==> config.mk <==
export PLATFORM = sky130hd
export DESIGN_NAME = flash_key_sched
export DESIGN_NICKNAME = d
export VERILOG_FILES = /design/src/rtl/flash_key_sched.sv
export SDC_FILE = /design/constraint.sdc
export NUM_CORES = 1
export LEC_CHECK = 0
export CAP_MARGIN = 20
export CORE_MARGIN = 5
export CORE_UTILIZATION = 35
export DETAILED_ROUTE_END_ITERATION = 8
export PLACE_DENSITY = 0.53
export SLEW_MARGIN = 20
export SYNTH_ARGS = -nofsm -noshare
export SYNTH_HDL_FRONTEND = slang
export SYNTH_SLANG_ARGS = --single-unit
==> constraint.sdc <==
create_clock -name sys_clk -period 3.05 [get_ports sys_clk]
set_clock_uncertainty 0.15 [all_clocks]
set_input_delay 0.305 -clock sys_clk [delete_from_list [all_inputs] [get_ports sys_clk]]
set_output_delay 0.305 -clock sys_clk [all_outputs]
set_load 0.005 [all_outputs]
==> src/rtl/flash_key_sched.sv <==
// Key-driven scheduler for a flash engine: erase/write/read requests, watchdog and guard gap.
// Define FLASH_KEY_PEND_EN to queue every key pulse; otherwise only one request is held while idle.
module flash_key_sched #(
    parameter logic [25:0] TIMEOUT_MAX = 26'd49_999_999,
    parameter logic [15:0] GAP_MAX     = 16'd49_999
) (
    input  logic       sys_clk,
    input  logic       sys_rst_n,
    input  logic       key_erase,
    input  logic       key_write,
    input  logic       key_read,
    input  logic       op_done,
    output logic       op_start,
    output logic [1:0] op_sel,
    output logic       busy,
    output logic       timeout_err
);

    typedef enum logic [1:0] {StIdle, StStart, StWait, StGap} state_e;

    localparam logic [1:0] OpNone  = 2'b00;
    localparam logic [1:0] OpErase = 2'b01;
    localparam logic [1:0] OpWrite = 2'b10;
    localparam logic [1:0] OpRead  = 2'b11;

    state_e      state_q;
    logic [2:0]  pend_q;     // {read, write, erase}
    logic [2:0]  pend_d;
    logic [25:0] wdog_q;
    logic [15:0] gap_q;

    logic [2:0]  key_vec;
    logic [2:0]  pend_pick;
    logic [2:0]  pend_clr;
    logic [2:0]  pend_set;
    logic        start_go;
    logic        wdog_hit;
    logic        gap_hit;

    // Fixed priority erase > write > read, returned one-hot.
    function automatic logic [2:0] prio_onehot(input logic [2:0] v);
        if (v[0]) begin
            return 3'b001;
        end else if (v[1]) begin
            return 3'b010;
        end else if (v[2]) begin
            return 3'b100;
        end
        return 3'b000;
    endfunction

    function automatic logic [1:0] onehot_to_op(input logic [2:0] oh);
        case (oh)
            3'b001:  return OpErase;
            3'b010:  return OpWrite;
            3'b100:  return OpRead;
            default: return OpNone;
        endcase
    endfunction

    assign key_vec   = {key_read, key_write, key_erase};
    assign pend_pick = prio_onehot(pend_q);
    assign start_go  = (state_q == StIdle) && (pend_q != 3'b000);
    assign pend_clr  = start_go ? pend_pick : 3'b000;
    assign wdog_hit  = (wdog_q == TIMEOUT_MAX);
    assign gap_hit   = (gap_q == GAP_MAX);

`ifdef FLASH_KEY_PEND_EN
    assign pend_set = key_vec;
`else
    logic [2:0] key_pick;
    assign key_pick = prio_onehot(key_vec);
    // Only an empty, idle scheduler accepts a request; everything else is dropped.
    assign pend_set = ((state_q == StIdle) && (pend_q == 3'b000)) ? key_pick : 3'b000;
`endif

    // A key arriving on the edge that services the same bit is a fresh request and survives.
    assign pend_d = (pend_q & ~pend_clr) | pend_set;

    always_ff @(posedge sys_clk or negedge sys_rst_n) begin
        if (!sys_rst_n) begin
            state_q     <= StIdle;
            pend_q      <= 3'b000;
            wdog_q      <= '0;
            gap_q       <= '0;
            op_start    <= 1'b0;
            op_sel      <= OpNone;
            busy        <= 1'b0;
            timeout_err <= 1'b0;
        end else begin
            pend_q      <= pend_d;
            op_start    <= 1'b0;
            timeout_err <= 1'b0;
            unique case (state_q)
                StIdle: begin
                    if (start_go) begin
                        state_q  <= StStart;
                        op_sel   <= onehot_to_op(pend_pick);
                        op_start <= 1'b1;
                        busy     <= 1'b1;
                        wdog_q   <= '0;
                        gap_q    <= '0;
                    end
                end
                StStart: begin
                    state_q <= StWait;
                    wdog_q  <= '0;
                    gap_q   <= '0;
                end
                StWait: begin
                    if (op_done) begin
                        state_q <= StGap;
                        wdog_q  <= '0;
                        gap_q   <= '0;
                    end else if (wdog_hit) begin
                        state_q     <= StGap;
                        timeout_err <= 1'b1;
                        wdog_q      <= '0;
                        gap_q       <= '0;
                    end else if (wdog_q != '1) begin
                        wdog_q <= wdog_q + 26'd1;
                    end
                end
                StGap: begin
                    if (gap_hit) begin
                        state_q <= StIdle;
                        op_sel  <= OpNone;
                        busy    <= 1'b0;
                        wdog_q  <= '0;
                        gap_q   <= '0;
                    end else if (gap_q != '1) begin
                        gap_q <= gap_q + 16'd1;
                    end
                end
                default: begin
                    state_q <= StIdle;
                    busy    <= 1'b0;
                    op_sel  <= OpNone;
                end
            endcase
        end
    end

endmodule

==> results.toml <==
[worst_setup_path]
crit_family = "simple AND/OR/NAND/NOR gates"
slowest_stage = "or4_4"
critPathLaunchType = "flop"
cpMostUsedCell = "or4_4"
cp_max_fo = 7
path_class = "reg2reg"
cp.arrival_ps = 2710
max_stage_delay_ps = 620
path_cells = "nand4_4, or4_4, or4_4, or4b_1, mux2i_1"
crit_buf_inv = 0
required_ps = 3130
end_kind = "flop"

[job]
max_cap_viol_count = 0

[route]
firstDrtPassIters = 5
dr_wl_met2_um = 3982
vias_per_cell = 6.061
route.detailed.drc = 0
met1Wirelength_um = 4554
wire_per_inst_um = 18.15
postRouteAntennaNets = 0
route.vias.total = 2994
wl_met3_um = 354
drtIter0Drc = 220
highest_layer = "met4"
detail_route.wirelength_um = 8964

[placed_design]
place_hpwl_um = 6084
place_inst = 485
gp_congestion = 0.8114
portBuffers = 10

[global_route]
overflow = 0
antenna_found_initial = 0
grt_pass1_vias = 2855
grt_max_degree = 53
grt_first_pass_wirelength_um = 15000
gr-usage-all-layers = 0.1635

[cts]
cts_buffers = 5
clkTransAtPathRegs_ps = 100
clk_latency_ps = 310
clk_path_buf_depth = 2
cts_tree = "yes"
htreeDepth = 2
cts_setup_buffers = 0
cts_root_buf = "clkbuf_8"
postCtsHoldBufs = 1
cts_sinks = 52
cts-resized-gates = 0

[synthesis]
synth_nets = 384
ys_async_sr_fraction = 1.000
ys_types = 56
netlist_area_sq_um = 3263
synth-seq-cells = 52
synth_cells = 371
ys_warn_count = 0
synth_edf_count = 0
ys.flop_type = "dfrtp_1"
post_synth.cell_area_avg_sq_um = 8.795
ys_seq_area_frac = 0.3988

[layout]
fin_util = 0.4005
layout_commonest_cell = "dfrtp_1"
area_growth_pct = 12.35
drive_gt1_frac = 0.1097
fillers = 897
layout.cells.non_filler = 494
fin_nets = 395
n_antenna_cell = 0
layout.cells.most_common_list = "dfrtp_1 (52), nor2_1 (29), inv_1 (24), nand2_1 (24), nand3_1 (20)"

[floorplan]
core_area_sq_um = 9153
dieArea_sq_um = 11350
die_h_um = 106.6
rows = 35
boundaryPins = 11
die_x_um = 106.6
initial_core_util = 0.3565

[worst_hold_path]
hold_class = "reg2reg"

[sta]
rsz0062_at_grt = "false"
maxSlewHeadroom = 0.5034
slew_viol_final = 0
final_hold_viol_count = 0
worst_pin_slew_ps = 742.2
period_minus_slack_ps = 2633
tns_ps = 0
period_share = 0.8631
setup_violations = 0
max_freq_mhz = 379.9
hold_slack_ps = 371.6

[power]
power_mw = 2.336
power_density_nw_per_um2 = 637.2
ir_drop_v = 0.0003264
leakage_nw = 1.418

[run_status]
outcome = "finished, final reports clean"
-- synthesized netlist by cell type (3+ instances only) --
master    instances  share of area
o21ai_0          17          0.026
nor4b_1           4          0.011
a31oi_1          14          0.027
dfrtp_1          52           0.40
ha_1              7          0.027
clkbuf_1         19          0.022
or3_1             3         0.0058
mux2i_1           4          0.012
o22ai_1           9          0.017
nor4_1            9          0.017
nand2b_1          4         0.0077
inv_1            24          0.028
and3_1            7          0.013
nand3_1          20          0.031
a22o_1            9          0.024
or4_1             4         0.0092
a211oi_1         11          0.025
a21oi_1           5         0.0077
nor3_1            7          0.011
o31ai_1           4         0.0092
nand4_1          16          0.031
nor2_1           29          0.033
nand4b_1          3         0.0081
a41oi_1          11          0.030
or2_2             4         0.0077
and4_1            8          0.021
nand2_1          24          0.028
o211ai_1          9          0.021
-- stage by stage --
step	instance area [sq um]	setup slack (ps)
2_1_floorplan	3263	607.6
3_3_place_gp	3556	252.1
3_5_place_dp	3562	471.0
4_1_cts	3666	444.5
5_1_grt	3666	302.2
6_report	3666	417.5
-- where the power goes --
| group | leakage, nW | internal, mW | total, mW | switching [mW] |
|---|---|---|---|---|
| logic | 0.661 | 0.390 | 1.10 | 0.712 |
| registers | 0.712 | 0.754 | 0.805 | 0.0508 |
| clock network | 0.0445 | 0.185 | 0.429 | 0.244 |
| total | 1.42 | 1.33 | 2.34 | 1.01 |
-- path summary, 6_finish.rpt --
path / start / end / slack [ps] / depth (start not counted)
hold / removal: op_sel[1] / op_sel[1] / 370 / 2
setup reg to reg: wdog_q[3] / wdog_q[22] / 420 / 5
max in group asynchronous: sys_rst_n / wdog_q[18] / 1780 / 3
setup / recovery: wdog_q[3] / wdog_q[22] / 420 / 5
min in group asynchronous: sys_rst_n / gap_q[10] / 500 / 3
hold reg to reg: op_sel[1] / op_sel[1] / 370 / 2
-- tightest hold or removal path, stage by stage (launching register included) --
cell and delay [ps]:
dfrtp_1 370, nand2_1 50, o21ai_0 60
-- final cells by class --
type	count	area [sq um]	share of cell area
clock buffer	7	86.33	0.02355
clock inverter	1	7.507	0.002048
inverter	24	90.09	0.02457
multi-input combinational	272	1817	0.4956
sequential	52	1301	0.3549
tap	111	138.9	0.03788
timing repair buffer	27	225.2	0.06143
-- flip-flops by register name, indices dropped and copies added (netlist names) --
register,flops
busy,1
gap_q,16
op_sel,2
op_start,1
pend_q,3
state_q,2
timeout_err,1
wdog_q,26
-- per-layer routing --
metal | global-route usage | up-vias
met4 | 0.04840 | 0
met5 | 0 | -
li1 | - | 1459
met2 | 0.2385 | 60
met1 | 0.2456 | 1470
met3 | 0.02854 | 5
-- cells by family (layout without fill, tap and decap cells) --
family / count (synthesis) / after routing / share of synthesized area
AOI/OAI and AO/OA: 102 / 102 / 0.2212
and+or+nand+nor: 158 / 158 / 0.2822
muxes: 5 / 5 / 0.01572
DFF: 52 / 52 / 0.3988
buffers and inverters: 47 / 59 / 0.05521
adders and majority gates: 7 / 7 / 0.02684
No activity file was read; power rests on OpenSTA's default activity.
